===== config.mk =====
export PLATFORM = sky130hd
export DESIGN_NAME = softmax_result_writer_flat
export DESIGN_NICKNAME = d
export VERILOG_FILES = /design/src/rtl/softmax_pkg.sv /design/src/rtl/softmax_result_writer_if.sv /design/src/rtl/softmax_wr_fifo.sv /design/src/rtl/softmax_result_writer.sv /design/src/flat_wrapper.sv
export SDC_FILE = /design/constraint.sdc
export NUM_CORES = 1
export LEC_CHECK = 0
export ABC_CLOCK_PERIOD_IN_PS = 5800
export CAP_MARGIN = 20
export CORE_MARGIN = 2
export CORE_UTILIZATION = 59
export CTS_CLUSTER_SIZE = 16
export DETAILED_ROUTE_END_ITERATION = 8
export MAX_ROUTING_LAYER = met4
export PLACE_DENSITY = 0.95
export SETUP_SLACK_MARGIN = 0.05
export SKIP_CTS_REPAIR_TIMING = 1
export SYNTH_ARGS = -nofsm -noshare
export SYNTH_HDL_FRONTEND = slang
export SYNTH_SLANG_ARGS = --single-unit

===== constraint.sdc =====
create_clock -name clk -period 5.8 [get_ports clk]
set_clock_uncertainty 0.05 [all_clocks]
set_input_delay 0.58 -clock clk [delete_from_list [all_inputs] [get_ports clk]]
set_output_delay 0.58 -clock clk [all_outputs]
set_load 0.02 [all_outputs]

===== src/rtl/softmax_pkg.sv =====
// Shared definitions for the softmax memory-side blocks: default geometry,
// the writer state encoding and the packed-word width helper.
package softmax_pkg;

    localparam int DATAWIDTH_DEF  = 16;
    localparam int NUM_DEF        = 4;
    localparam int ADDRSIZE_DEF   = 8;
    localparam int FIFO_DEPTH_DEF = 4;

    // Width of one packed memory word, identical on the fetch and write paths.
    localparam int WORD_W = DATAWIDTH_DEF * NUM_DEF;

    typedef enum logic [1:0] {
        ST_IDLE   = 2'd0,
        ST_ACCEPT = 2'd1,
        ST_DRAIN  = 2'd2,
        ST_DONE   = 2'd3
    } state_e;

    function automatic int word_width(input int dw, input int num);
        return dw * num;
    endfunction

endpackage


===== src/rtl/softmax_result_writer_if.sv =====
// Producer handshake and RAM write bus of the softmax result writer.
//
// Handshake: a vector on outp transfers in every cycle where outp_valid and
// outp_ready are both 1 at the rising edge. outp_ready never depends
// combinationally on outp_valid. On the RAM side a word is written in every
// cycle where we is 1; we can only be 1 while mem_gnt is 1.
interface softmax_result_writer_if
    import softmax_pkg::*;
#(
    parameter int DATAWIDTH = DATAWIDTH_DEF,
    parameter int NUM       = NUM_DEF,
    parameter int ADDRSIZE  = ADDRSIZE_DEF
);
    logic [DATAWIDTH*NUM-1:0] outp;
    logic                     outp_valid;
    logic                     outp_ready;
    logic                     mem_gnt;
    logic [ADDRSIZE-1:0]      addr;
    logic [DATAWIDTH*NUM-1:0] d;
    logic                     we;

    // Environment side: producer plus RAM arbiter.
    modport master (
        output outp, outp_valid, mem_gnt,
        input  outp_ready, addr, d, we
    );

    // Writer side.
    modport slave (
        input  outp, outp_valid, mem_gnt,
        output outp_ready, addr, d, we
    );
endinterface


===== src/rtl/softmax_wr_fifo.sv =====
// Synchronous FIFO buffering result vectors between accept and RAM write.
// Pointers carry an extra MSB so full/empty wrap is unambiguous; the count
// is kept in a register so that "full" is a pure flop-derived signal.
module softmax_wr_fifo #(
    parameter int W     = 64,
    parameter int DEPTH = 4
) (
    input  logic         clk,
    input  logic         reset,
    input  logic         flush,
    input  logic         push,
    input  logic         pop,
    input  logic [W-1:0] din,
    output logic [W-1:0] dout,
    output logic         full,
    output logic         empty
);
    localparam int AW = $clog2(DEPTH);

    logic [W-1:0] mem [DEPTH];
    logic [AW:0]  wptr_q, wptr_d;
    logic [AW:0]  rptr_q, rptr_d;
    logic [AW:0]  count_q, count_d;
    logic         do_push, do_pop;

    // Status, head word and next pointer/count values.
    always_comb begin
        full    = (count_q == (AW+1)'(DEPTH));
        empty   = (wptr_q == rptr_q);
        dout    = mem[rptr_q[AW-1:0]];
        do_push = push && !full;
        do_pop  = pop && !empty;
        wptr_d  = do_push ? wptr_q + (AW+1)'(1) : wptr_q;
        rptr_d  = do_pop  ? rptr_q + (AW+1)'(1) : rptr_q;
        count_d = count_q;
        case ({do_push, do_pop})
            2'b10:   count_d = count_q + (AW+1)'(1);
            2'b01:   count_d = count_q - (AW+1)'(1);
            default: count_d = count_q;
        endcase
    end

    // Pointer and count registers; flush empties the FIFO in one cycle.
    always_ff @(posedge clk) begin
        if (reset || flush) begin
            wptr_q  <= '0;
            rptr_q  <= '0;
            count_q <= '0;
        end else begin
            wptr_q  <= wptr_d;
            rptr_q  <= rptr_d;
            count_q <= count_d;
        end
    end

    // Storage array; contents need no reset since the pointers gate reads.
    always_ff @(posedge clk) begin
        if (do_push) begin
            mem[wptr_q[AW-1:0]] <= din;
        end
    end

endmodule


===== src/rtl/softmax_result_writer.sv =====
// Writes NUM-element result vectors to consecutive RAM words from start_addr
// to end_addr inclusive (wrapping through 0), buffering up to FIFO_DEPTH
// vectors between the producer and the shared RAM write port.
module softmax_result_writer
    import softmax_pkg::*;
#(
    parameter int DATAWIDTH  = DATAWIDTH_DEF,
    parameter int NUM        = NUM_DEF,
    parameter int ADDRSIZE   = ADDRSIZE_DEF,
    parameter int FIFO_DEPTH = FIFO_DEPTH_DEF
) (
    input  logic                clk,
    input  logic                reset,
    input  logic                init,
    input  logic                start,
    input  logic [ADDRSIZE-1:0] start_addr,
    input  logic [ADDRSIZE-1:0] end_addr,
    softmax_result_writer_if.slave bus,
    output logic                busy,
    output logic                done,
    output logic                err,
    output logic [1:0]          state_dbg
);
    localparam int W = word_width(DATAWIDTH, NUM);

    localparam logic [1:0] S_IDLE   = ST_IDLE;
    localparam logic [1:0] S_ACCEPT = ST_ACCEPT;
    localparam logic [1:0] S_DRAIN  = ST_DRAIN;
    localparam logic [1:0] S_DONE   = ST_DONE;

    logic [1:0]          state_q, state_d;
    logic [ADDRSIZE-1:0] acc_ptr_q, acc_ptr_d;
    logic [ADDRSIZE-1:0] wr_ptr_q, wr_ptr_d;
    logic [ADDRSIZE-1:0] end_q, end_d;
    logic                done_q, done_d;
    logic                err_q, err_d;

    logic         active, ready_w, wr_fire, push, start_go, idle_like;
    logic         fifo_full, fifo_empty;
    logic [W-1:0] fifo_head;

    softmax_wr_fifo #(
        .W     (W),
        .DEPTH (FIFO_DEPTH)
    ) u_fifo (
        .clk   (clk),
        .reset (reset),
        .flush (init),
        .push  (push),
        .pop   (wr_fire),
        .din   (bus.outp),
        .dout  (fifo_head),
        .full  (fifo_full),
        .empty (fifo_empty)
    );

    // Handshake and RAM-port outputs; only mem_gnt (and the abort inputs,
    // which must suppress a write in their own cycle) reach we combinationally.
    always_comb begin
        active    = (state_q == S_ACCEPT) || (state_q == S_DRAIN);
        idle_like = (state_q == S_IDLE) || (state_q == S_DONE);
        ready_w   = (state_q == S_ACCEPT) && !fifo_full;
        wr_fire   = active && !fifo_empty && bus.mem_gnt && !init && !reset;
        push      = bus.outp_valid && ready_w && !init;
        start_go  = start && idle_like;
    end

    assign bus.outp_ready = ready_w;
    assign bus.we         = wr_fire;
    assign bus.addr       = wr_fire ? wr_ptr_q : '0;
    assign bus.d          = wr_fire ? fifo_head : '0;
    assign busy           = active;
    assign done           = done_q;
    assign err            = err_q;
    assign state_dbg      = state_q;

    // Next state: init aborts everything, otherwise start, accept and write
    // advance their own pointers; the last write moves to DONE.
    always_comb begin
        state_d   = state_q;
        acc_ptr_d = acc_ptr_q;
        wr_ptr_d  = wr_ptr_q;
        end_d     = end_q;
        done_d    = done_q;
        err_d     = err_q;
        if (init) begin
            state_d = S_IDLE;
            done_d  = 1'b0;
            err_d   = 1'b0;
        end else begin
            if (start_go) begin
                acc_ptr_d = start_addr;
                wr_ptr_d  = start_addr;
                end_d     = end_addr;
                done_d    = 1'b0;
                err_d     = 1'b0;
                state_d   = S_ACCEPT;
            end
            if (push) begin
                if (acc_ptr_q == end_q) begin
                    state_d = S_DRAIN;
                end else begin
                    acc_ptr_d = acc_ptr_q + ADDRSIZE'(1);
                end
            end
            if (wr_fire) begin
                if (wr_ptr_q == end_q) begin
                    state_d = S_DONE;
                    done_d  = 1'b1;
                end else begin
                    wr_ptr_d = wr_ptr_q + ADDRSIZE'(1);
                end
            end
            if (bus.outp_valid && idle_like) begin
                err_d = 1'b1;
            end
        end
    end

    // Control registers with synchronous reset.
    always_ff @(posedge clk) begin
        if (reset) begin
            state_q   <= S_IDLE;
            acc_ptr_q <= '0;
            wr_ptr_q  <= '0;
            end_q     <= '0;
            done_q    <= 1'b0;
            err_q     <= 1'b0;
        end else begin
            state_q   <= state_d;
            acc_ptr_q <= acc_ptr_d;
            wr_ptr_q  <= wr_ptr_d;
            end_q     <= end_d;
            done_q    <= done_d;
            err_q     <= err_d;
        end
    end

endmodule

===== src/flat_wrapper.sv =====
// flat-port wrapper written by rule: the top's interface ports become plain ports
module softmax_result_writer_flat import softmax_pkg::*;
#(
    parameter int DATAWIDTH  = DATAWIDTH_DEF,
    parameter int NUM        = NUM_DEF,
    parameter int ADDRSIZE   = ADDRSIZE_DEF,
    parameter int FIFO_DEPTH = FIFO_DEPTH_DEF
)
  (clk, reset, init, start, start_addr, end_addr, busy, done, err, state_dbg, bus_outp, bus_outp_valid, bus_mem_gnt, bus_outp_ready, bus_addr, bus_d, bus_we);
  softmax_result_writer_if #(.DATAWIDTH(DATAWIDTH), .NUM(NUM), .ADDRSIZE(ADDRSIZE)) bus_i ();
  input  logic clk;
  input  logic reset;
  input  logic init;
  input  logic start;
  input  logic [ADDRSIZE-1:0] start_addr;
  input  logic [ADDRSIZE-1:0] end_addr;
  output logic busy;
  output logic done;
  output logic err;
  output logic [1:0] state_dbg;
  input wire logic [$bits(bus_i.outp)-1:0] bus_outp;
  input wire logic [$bits(bus_i.outp_valid)-1:0] bus_outp_valid;
  input wire logic [$bits(bus_i.mem_gnt)-1:0] bus_mem_gnt;
  output wire logic [$bits(bus_i.outp_ready)-1:0] bus_outp_ready;
  output wire logic [$bits(bus_i.addr)-1:0] bus_addr;
  output wire logic [$bits(bus_i.d)-1:0] bus_d;
  output wire logic [$bits(bus_i.we)-1:0] bus_we;
  assign bus_i.outp = bus_outp;
  assign bus_i.outp_valid = bus_outp_valid;
  assign bus_i.mem_gnt = bus_mem_gnt;
  assign bus_outp_ready = bus_i.outp_ready;
  assign bus_addr = bus_i.addr;
  assign bus_d = bus_i.d;
  assign bus_we = bus_i.we;
  softmax_result_writer #(.DATAWIDTH(DATAWIDTH), .NUM(NUM), .ADDRSIZE(ADDRSIZE), .FIFO_DEPTH(FIFO_DEPTH)) u_core (.clk(clk), .reset(reset), .init(init), .start(start), .start_addr(start_addr), .end_addr(end_addr), .bus(bus_i), .busy(busy), .done(done), .err(err), .state_dbg(state_dbg));
endmodule

### After elaboration in Yosys (flattened, before gate mapping)

Memory sizes are Yosys's and may differ from the RTL's. A register that Yosys moved wholly into a read port is not among the register bits.
Index checks and enable logic that the tools add are counted.

| word-level totals | value |
|---|---|
| flip-flop bits (word level) | 37 |
| memory bits (writable) | 256 |
| logic and storage cells | 72 |
| memories kept | 1 |

Memory list:

| name | words | width | rd ports | clocked after Yosys merged registers in | wr ports | RTL line | text |
|---|---|---|---|---|---|---|---|
| u_core.u_fifo.mem | 4 | 64 | 1 | 1 | 1 | softmax_wr_fifo.sv:20 | `logic [W-1:0] mem [DEPTH];` |

| cells by class | value |
|---|---|
| add/sub/neg operators | 6 |
| eq/ne operators | 9 |
| muxes and demuxes | 23 |
| bitwise operators | 1 |
| reductions and logical operators | 23 |

Operators with widths:

| kind | count |
|---|---|
| $mux W64 | 1 |
| $mux W8 | 7 |
| $add A8 B1 Y8 const B | 2 |
| $eq A8 B8 Y1 | 2 |
| $mux W2 | 7 |
| $logic_and A1 B1 Y1 | 11 |
| $add A3 B1 Y3 const B | 3 |
| $mux W1 | 7 |
| $eq A2 B2 Y1 const B | 3 |
| $pmux W3 S2 | 1 |
| $eq A2 B1 Y1 const B | 2 |
| $logic_not A1 Y1 | 4 |
| $reduce_bool A2 Y1 | 2 |
| $eq A3 B3 Y1 | 1 |
| $eq A3 B3 Y1 const B | 1 |
| $logic_or A1 B1 Y1 | 3 |
| $sub A3 B1 Y3 const B | 1 |
| $logic_not A2 Y1 | 1 |
| $reduce_and A2 Y1 | 1 |
| $reduce_or A2 Y1 | 1 |
| $not A1 Y1 | 1 |

### Depth between registers and ports, before layout

Gate-level depths: netlist of run 1.

| depth | value |
|---|---|
| depth after elaboration | 9 |
| gate-level depth with buffers | 11 |
| mapped depth without buffers | 10 |

### Cells and area by module

A second synthesis of run 1 with hierarchy kept.

| second synthesis, totals | value |
|---|---|
| cells, all modules | 705 |
| area total of the unflattened synthesis | 12097.9 um^2 |

Modules (own cells, without submodules):

| module | times used | cells an instance | area each (um^2) |
|---|---|---|---|
| softmax_wr_fifo | 1 | 415 | 9912.0 |
| softmax_result_writer | 1 | 290 | 2185.8 |

### Worst setup path before layout of run 1

No wires, ideal clock.

| path | value |
|---|---|
| path kind | input-to-reg |
| start point | in init |
| end point | mem u_core.u_fifo.mem[3][0], enable pin |
| library setup time | 0.430 ns |
| arrival time | 2.575 ns |
| data required time | 5.320 ns |
| slack | 2.745 ns |
| stages | 3 |
| path buffers | 1 |
| cell sequence | buf_6 -> nor3_2 -> and2_1 |

| on the way | value |
|---|---|
| longest elaborated chain between the ends | 5 |

RTL lines:

| what | RTL line | text |
|---|---|---|
| from (decl) | flat_wrapper.sv:13 | `input logic init;` |
| $logic_not A1 Y1 | softmax_result_writer.sv:64 | `push = bus.outp_valid && ready_w && !init;` |
| $logic_and A1 B1 Y1 | softmax_result_writer.sv:64 |  |
| $logic_and A1 B1 Y1 | softmax_wr_fifo.sv:31 | `do_push = push && !full;` |
| $mux W1 | softmax_wr_fifo.sv:58 | `if (do_push) begin` |
| $mux W1 (not written as such) | softmax_wr_fifo.sv:59 | `mem[wptr_q[AW-1:0]] <= din;` |
| to (decl) | softmax_wr_fifo.sv:20 |  |

No other way between the ends.

### Worst setup path in the final report of run 1

| path | value |
|---|---|
| start point | reg u_core.state_q[1], in the netlist u_core.state_dbg[1] |
| end point | out bus_d[47] |

| on the way | value |
|---|---|
| longest elaborated chain between the ends | 7 |
| elaborated cells on any way between the ends | 8 |
| classes of those cells | eq/ne: 2; mux: 1; reduce/logical: 5 |

RTL lines:

| what | RTL line | text |
|---|---|---|
| from (decl) | softmax_result_writer.sv:31 | `logic [1:0] state_q, state_d;` |
| from (signal assigned) | softmax_result_writer.sv:130 | `state_q <= state_d;` |
| $eq A2 B1 Y1 or $eq A2 B2 Y1 (tied branches) | softmax_result_writer.sv:60 | `active = (state_q == S_ACCEPT) \|\| (state_q == S_DRAIN);` |
| $logic_or A1 B1 Y1 (*) | softmax_result_writer.sv:60 |  |
| $logic_and A1 B1 Y1 (*) (4 in series) | softmax_result_writer.sv:63 | `wr_fire = active && !fifo_empty && bus.mem_gnt && !init && !reset;` |
| $mux W64 (*) | softmax_result_writer.sv:71 | `assign bus.d = wr_fire ? fifo_head : '0;` |
| to (decl) | flat_wrapper.sv:26 | `output wire logic [$bits(bus_i.d)-1:0] bus_d;` |

Every way passes the cells marked *; elsewhere a longest branch is shown, timed or not.

==> metrics, run 1 <==
Die Height=roughly 150 microns; share of flip-flops with an asynchronous set or reset=0; setup slack after layout=1.59 ns; highest-delay cell along the critical path=inv_2; clock root cell=clkbuf_16; Post-Synthesis Cells=around 680; Tcrit/Tclk final=0.726; critical path capture point type=output pin; Hold Crit Class=flip-flop to flip-flop; H-tree levels=1; leakage=0.00485 uW; # DRC=0; Worst EP required=5.17 ns; Total GRT Usage=0.264; WL met3=approximately 2200 microns; WP data arrival=3.58 ns; final setup TNS=0 ns; global-route wire length before repair=41400 microns; wire per inst=23.8 microns; clock buffer depth=3; DRT Pass-1 Iters=5; Least-Margin Pin Slew=1.02 ns; Warnings, synthesis=0; Top Layer Used=met4; Mapped Nets=775; Max Slew Vio Count=0; share of cells above drive strength 1=0.157; Design Area, Final=roughly 0.015 sq mm; outcome=complete, no violations; Synth Flop Type=edfxtp_1; met2 wire length=about 14000 microns; cell area after synthesis=between 0.01 and 0.015 sq mm; WL final=27000 microns; synth unique cells=59; largest net degree at the start of global routing=66; CP Cell Sequence=inv_1 -> ha_1 -> nor4b_4 -> o31ai_2 -> inv_2 -> buf_4 -> and2_1 -> clkdlybuf4s50_1; RSZ-0062 raised after global routing=false; maximum capacitance violations=0; Die X=between 100 and 150 microns; wl on met1=~11000 microns; drt first-iter violations=543; pwr dens=295 mW/mm^2; worst skew pair latency=0.55 ns; RR Startpoint=u_core.u_fifo.wptr_q[1]; Seq/Total Area, Yosys=0.708; Placed Area=0.0138 sq mm; Crit. Startpoint=u_core.state_dbg[1]; f_max=237 MHz; Setup Viol. Count Final=0; Crit path largest cell delay=0.68 ns; Initial Utilization=0.597; Worst VDD drop=about 0.33 mV; Seq cells post-synth=between 200 and 300; fin crit period=4.21 ns; Via density=~6; Top Ports=165; initial antenna violation count=3; total power=approximately 4300 uW; vias in the first global route=6900; Final Hold Violating Endpoints=0; CTS tree=yes; Num CTS Buffers=29; clk slew on worst S/H paths=0.06 ns; nets@finish=939; post-placement setup slack=1.61 ns; startpoint types=flip-flop; Worst Setup Path Type=flip-flop to output pin; Hold Crit Start=u_core.done; P&R area growth vs syn=23.3%; via count of the routed design=6723; routability congestion estimate=0.917; number of enable flip-flop cells after synthesis=~260; Avg Synthesized Cell Area=17.6 sq um; global route total overflow=0; Routed Antenna Nets=0; post-DP HPWL=15600 microns; I/O Buffers=164; Die ar.=0.0214 sq mm; Worst slew margin=0.322; CTS sink count=295; Row Count=52; worst-path fanout max=54; total core area=between 0.02 and 0.025 sq mm
[placed cells by master, fill, tap and decap left out, types with 4 or more instances in the layout]
cell             count
dfxtp_1             37
clkinv_2             6
clkdlybuf4s50_1    164
and2_1              72
nand3_1             10
clkbuf_1             7
ha_1                 9
xor2_1              20
edfxtp_1           256
nand2_1             35
a21oi_1             22
clkinv_1             5
inv_1               12
nor2_1              23
and2_4               5
and3_1               5
mux2i_1              6
o21ai_0              4
a31oi_1              5
clkbuf_16           29
nand4_1              4
buf_4                5
mux4_2              64
xnor2_1              5
[synthesized netlist by cell type, types with 5 or more instances]
master	number	area (sq um)
edfxtp_1	256	7690
and2_1	76	475
mux4_2	64	1440
dfxtp_1	39	781
nand2_1	35	131
nor2_1	23	86.3
a21oi_1	22	110
clkbuf_1	20	75.1
xor2_1	20	175
inv_1	12	45.0
nand3_1	10	50.1
buf_2	9	45.0
ha_1	9	113
mux2i_1	6	60.1
a31oi_1	5	31.3
and3_1	5	31.3
xnor2_1	5	43.8
[critical path: cells and delay by family, from the launching register on]
family                   cells  cell delay (ns)
AO/OA/AOI/OAI                1             0.19
adder cells (fa/ha/maj)      1             0.36
buffers and inverters        4             1.68
flip-flops                   1             0.35
AND/OR/NAND/NOR              2             0.43
[flip-flops by register name, indices dropped and copies added (netlist names), named ones only]
signal	flops
u_core.acc_ptr_q	8
u_core.done	1
u_core.end_q	8
u_core.err	1
u_core.state_dbg	2
u_core.u_fifo.count_q	3
u_core.u_fifo.mem	256
u_core.u_fifo.rptr_q	3
u_core.u_fifo.wptr_q	3
u_core.wr_ptr_q	8
[power breakdown]
| part | switching [uW] | internal [uW] | total (uW) |
|---|---|---|---|
| combinational | 82.4 | 88.5 | 171 |
| clock | 774 | 1060 | 1840 |
| sequential | 18.5 | 2320 | 2340 |
| total | 875 | 3470 | 4350 |
[logic make-up (layout without fill, tap and decap cells)]
kind of cell,count (synthesis),after routing,share of synthesized area
AOI/OAI and AO/OA,55,55,0.0321
xor gates and xnor gates,25,25,0.0183
adders and majority gates,10,10,0.0111
buffers and inverters,49,234,0.0193
DFF,295,295,0.708
muxes,73,73,0.128
other,0,3,0
and+or+nand+nor,172,172,0.0829
[layer usage]
layer | up-vias | GRT usage
met2 | 334 | 0.435
li1 | 2960 | -
met1 | 3388 | 0.345
met5 | - | -
met3 | 41 | 0.0572
met4 | 0 | 0.0558
[layout make-up]
| cell class | instances | area [sq um] |
|---|---|---|
| Inverter | 13 | 48.8 |
| Timing Repair Buffer | 169 | 1680 |
| Clock inverter | 15 | 159 |
| Fill cell | 1178 | 5290 |
| Antenna cell | 3 | 7.51 |
| Tap cell | 270 | 338 |
| Clock buffer | 37 | 766 |
| Multi-Input combinational cell | 335 | 3270 |
| Sequential cell | 295 | 8480 |
[metrics by stage]
stage	util	cells	hold slack, ns
2_1_floorplan	-	679	0.403
3_3_place_gp	0.689	1082	0.404
3_5_place_dp	0.689	1082	0.425
4_1_cts	0.736	1134	0.433
5_1_grt	0.736	1137	0.444
6_report	0.736	1137	0.424
[worst paths after layout]
kind / to / slack (ns) / cells after the start
min: u_core.done / 0.42 / 2
max: bus_d[47] / 1.59 / 8
max reg2reg: u_core.u_fifo.count_q[2] / 2.64 / 8
min reg2reg: u_core.done / 0.42 / 2
Note: power is estimated with default switching activity, not from simulation.
==> run 2, diff against run 1 <==
--- a/config.mk
+++ b/config.mk
@@ -5,14 +5,14 @@
 export SDC_FILE = /design/constraint.sdc
 export NUM_CORES = 1
 export LEC_CHECK = 0
-export ABC_CLOCK_PERIOD_IN_PS = 5800
+export ABC_CLOCK_PERIOD_IN_PS = 4050
 export CAP_MARGIN = 20
 export CORE_MARGIN = 2
-export CORE_UTILIZATION = 59
+export CORE_UTILIZATION = 55
 export CTS_CLUSTER_SIZE = 16
 export DETAILED_ROUTE_END_ITERATION = 8
 export MAX_ROUTING_LAYER = met4
-export PLACE_DENSITY = 0.95
+export PLACE_DENSITY = 0.9
 export SETUP_SLACK_MARGIN = 0.05
 export SKIP_CTS_REPAIR_TIMING = 1
 export SYNTH_ARGS = -nofsm -noshare
==> constraint.sdc (replaced) <==
create_clock -name clk -period 4.05 [get_ports clk]
set_clock_uncertainty 0.05 [all_clocks]
set_input_delay 0.405 -clock clk [delete_from_list [all_inputs] [get_ports clk]]
set_output_delay 0.405 -clock clk [all_outputs]
set_load 0.02 [all_outputs]
==> metrics, run 2 (synthesis results as in run 1) <==
outcome=complete, no violations (unchanged); Routed Antenna Nets=0 (unchanged); Reg2Reg Depth=9 (was 8); post-DP HPWL=15700 microns (was 15600 microns); share of cells above drive strength 1=0.168 (was 0.157); met2 wire length=12500 microns (was 13800 microns); WP data arrival=3.12 ns (was 3.58 ns); reg2reg end=u_core.u_fifo.count_q[2] (unchanged); most frequent cells in the layout=edfxtp_1, clkdlybuf4s50_1, and2_1 (unchanged); worst skew pair latency=0.54 ns (was 0.55 ns); Num CTS Buffers=30 (was 29); setup slack after layout=0.474 ns (was 1.59 ns); post-placement setup slack=0.898 ns (was 1.61 ns); Final Hold Violating Endpoints=0 (unchanged); Hold Crit Start=end_addr[4] (was u_core.done); Tcrit/Tclk final=0.883; worst-path fanout max=63 (was 54); Setup Viol. Count Final=0 (unchanged); H-tree levels=1 (unchanged); Max Slew Vio Count=0 (unchanged); f_max=280 MHz; Least-Margin Pin Slew=0.964 ns (was 1.02 ns); vias in the first global route=6908 (was 6900); clk slew on worst S/H paths=0.06 ns (about the same); total core area=0.0212 sq mm (was 0.0200 sq mm); Row Count=53 (was 52); Initial Utilization=0.566 (was 0.597); initial antenna violation count=1 (was 3); number of flip-flops under the largest register name=256 (unchanged); DRT Pass-1 Iters=5 (unchanged); largest net degree at the start of global routing=65 (was 66); RR Startpoint=u_core.u_fifo.wptr_q[1] (unchanged); Worst slew margin=0.358 (was 0.322); global route total overflow=0 (unchanged); critical path capture point type=output pin (unchanged); startpoint types=flip-flop (unchanged); routability congestion estimate=0.882 (was 0.917); Top Layer Used=met4 (unchanged); wl on met1=10100 microns (was 10600 microns); commonest non-fill, non-tap cell in the layout=edfxtp_1 (unchanged); maximum capacitance violations=0 (unchanged); Crit. Startpoint=u_core.state_dbg[1] (unchanged); RSZ-0062 raised after global routing=false (unchanged); I/O Buffers=164 (unchanged); Die ar.=0.0229 sq mm (was 0.0214 sq mm); WHS Path Cells=3 (was 2); CTS tree=yes (unchanged); Via density=5.75 (was 5.91); Worst EP required=3.60 ns (was 5.17 ns); Reg2Reg Setup Slack=1.14 ns (was 2.64 ns); drt first-iter violations=382 (was 543); via count of the routed design=6620 (was 6723); Total GRT Usage=0.228 (was 0.264); WL met3=1870 microns (was 2180 microns); wire per inst=21.8 microns (was 23.8 microns); Die Height=151 microns (was 146 microns); leakage=0.00492 uW (was 0.00485 uW); Worst Hold Endpoint=u_core.end_q[4] (was u_core.done); Top Ports=165 (unchanged); nets@finish=950 (was 939); pwr dens=417 mW/mm^2 (was 295 mW/mm^2); clock buffer depth=3 (unchanged); global-route wire length before repair=38200 microns (was 41400 microns); fin crit period=3.58 ns; Die X=151 microns (was 146 microns); Worst VDD drop=0.429 mV (was 0.330 mV); # DRC=0 (unchanged); WL final=25100 microns (was 27000 microns); P&R area growth vs syn=24.4% (was 23.3%); CTS sink count=295 (unchanged); Hold Crit Class=input pin to flip-flop (was flip-flop to flip-flop); clock root cell=clkbuf_16 (unchanged); Worst Setup Path Type=flip-flop to output pin (unchanged); final setup TNS=0 ns (unchanged)
==> run 2: cell count changes in the layout (fill, tap and decap cells not counted), moves of 2 or more <==
cell and delta:
buf_4 +6, buf_12 +4, clkbuf_16 +2, diode_2 -2
==> run 2: worst max-delay path by stage <==
stage,end,slack [ns],depth (start not counted)
2_1_floorplan,u_core.u_fifo.mem[3][0],1.07,4
5_1_grt,bus_d[15],0.36,8
4_1_cts,bus_d[44],0.45,8
6_report,bus_d[15],0.47,8
3_3_place_gp,bus_d[24],0.97,7
3_5_place_dp,bus_d[10],0.90,7
==> run 2: metal layers <==
metal / vias to the layer above / GRT usage
met5: - / -
met4: 0 / 0.0654
met3: 49 / 0.0452
met2: 265 / 0.376
met1: 3319 / 0.293
li1: 2987 / -
==> run 2: critical path: stages, from the launching register on <==
cell and delay, ns:
dfxtp_1 0.37, inv_1 0.06, ha_1 0.37, nor4b_4 0.27, o31ai_2 0.19, inv_2 0.19, buf_12 0.26, and2_1 0.19
clkdlybuf4s50_1 0.65
==> run 2: layout make-up <==
type                    instances  area (sq um)
diodes                          1          2.50
clock buffers                  39           806
clock inverters                15           125
fillers                      1294          6270
inverters                      13          48.8
multi-input cells             335          3270
flip-flops and latches        295          8480
well taps                     275           344
repair buffers                179          1800
==> run 2: power by group <==
group	switching (uW)	internal, uW
combinational	116	128
clock	1090	1520
sequential	26.3	3320
total	1230	4970
==> run 2: through the flow <==
stage	hold slack (ns)	power, uW	utilization	std cells	instance area [sq um]
4_1_cts	0.352	6250	0.703	1151	14900
3_3_place_gp	0.396	3640	0.659	1097	13900
3_5_place_dp	0.400	3650	0.659	1097	13900
2_1_floorplan	0.403	3510	-	679	12000
5_1_grt	0.390	6380	0.703	1152	14900
6_report	0.367	6200	0.703	1152	14900
==> run 3, diff against run 2 <==
--- a/config.mk
+++ b/config.mk
@@ -11,6 +11,7 @@
 export CORE_UTILIZATION = 55
 export CTS_CLUSTER_SIZE = 16
 export DETAILED_ROUTE_END_ITERATION = 8
+export GPL_ROUTABILITY_DRIVEN = 1
 export MAX_ROUTING_LAYER = met4
 export PLACE_DENSITY = 0.9
 export SETUP_SLACK_MARGIN = 0.05
==> results of run 3 <==
Same layout as run 2: the final DEF is identical, and so are final timing and power.
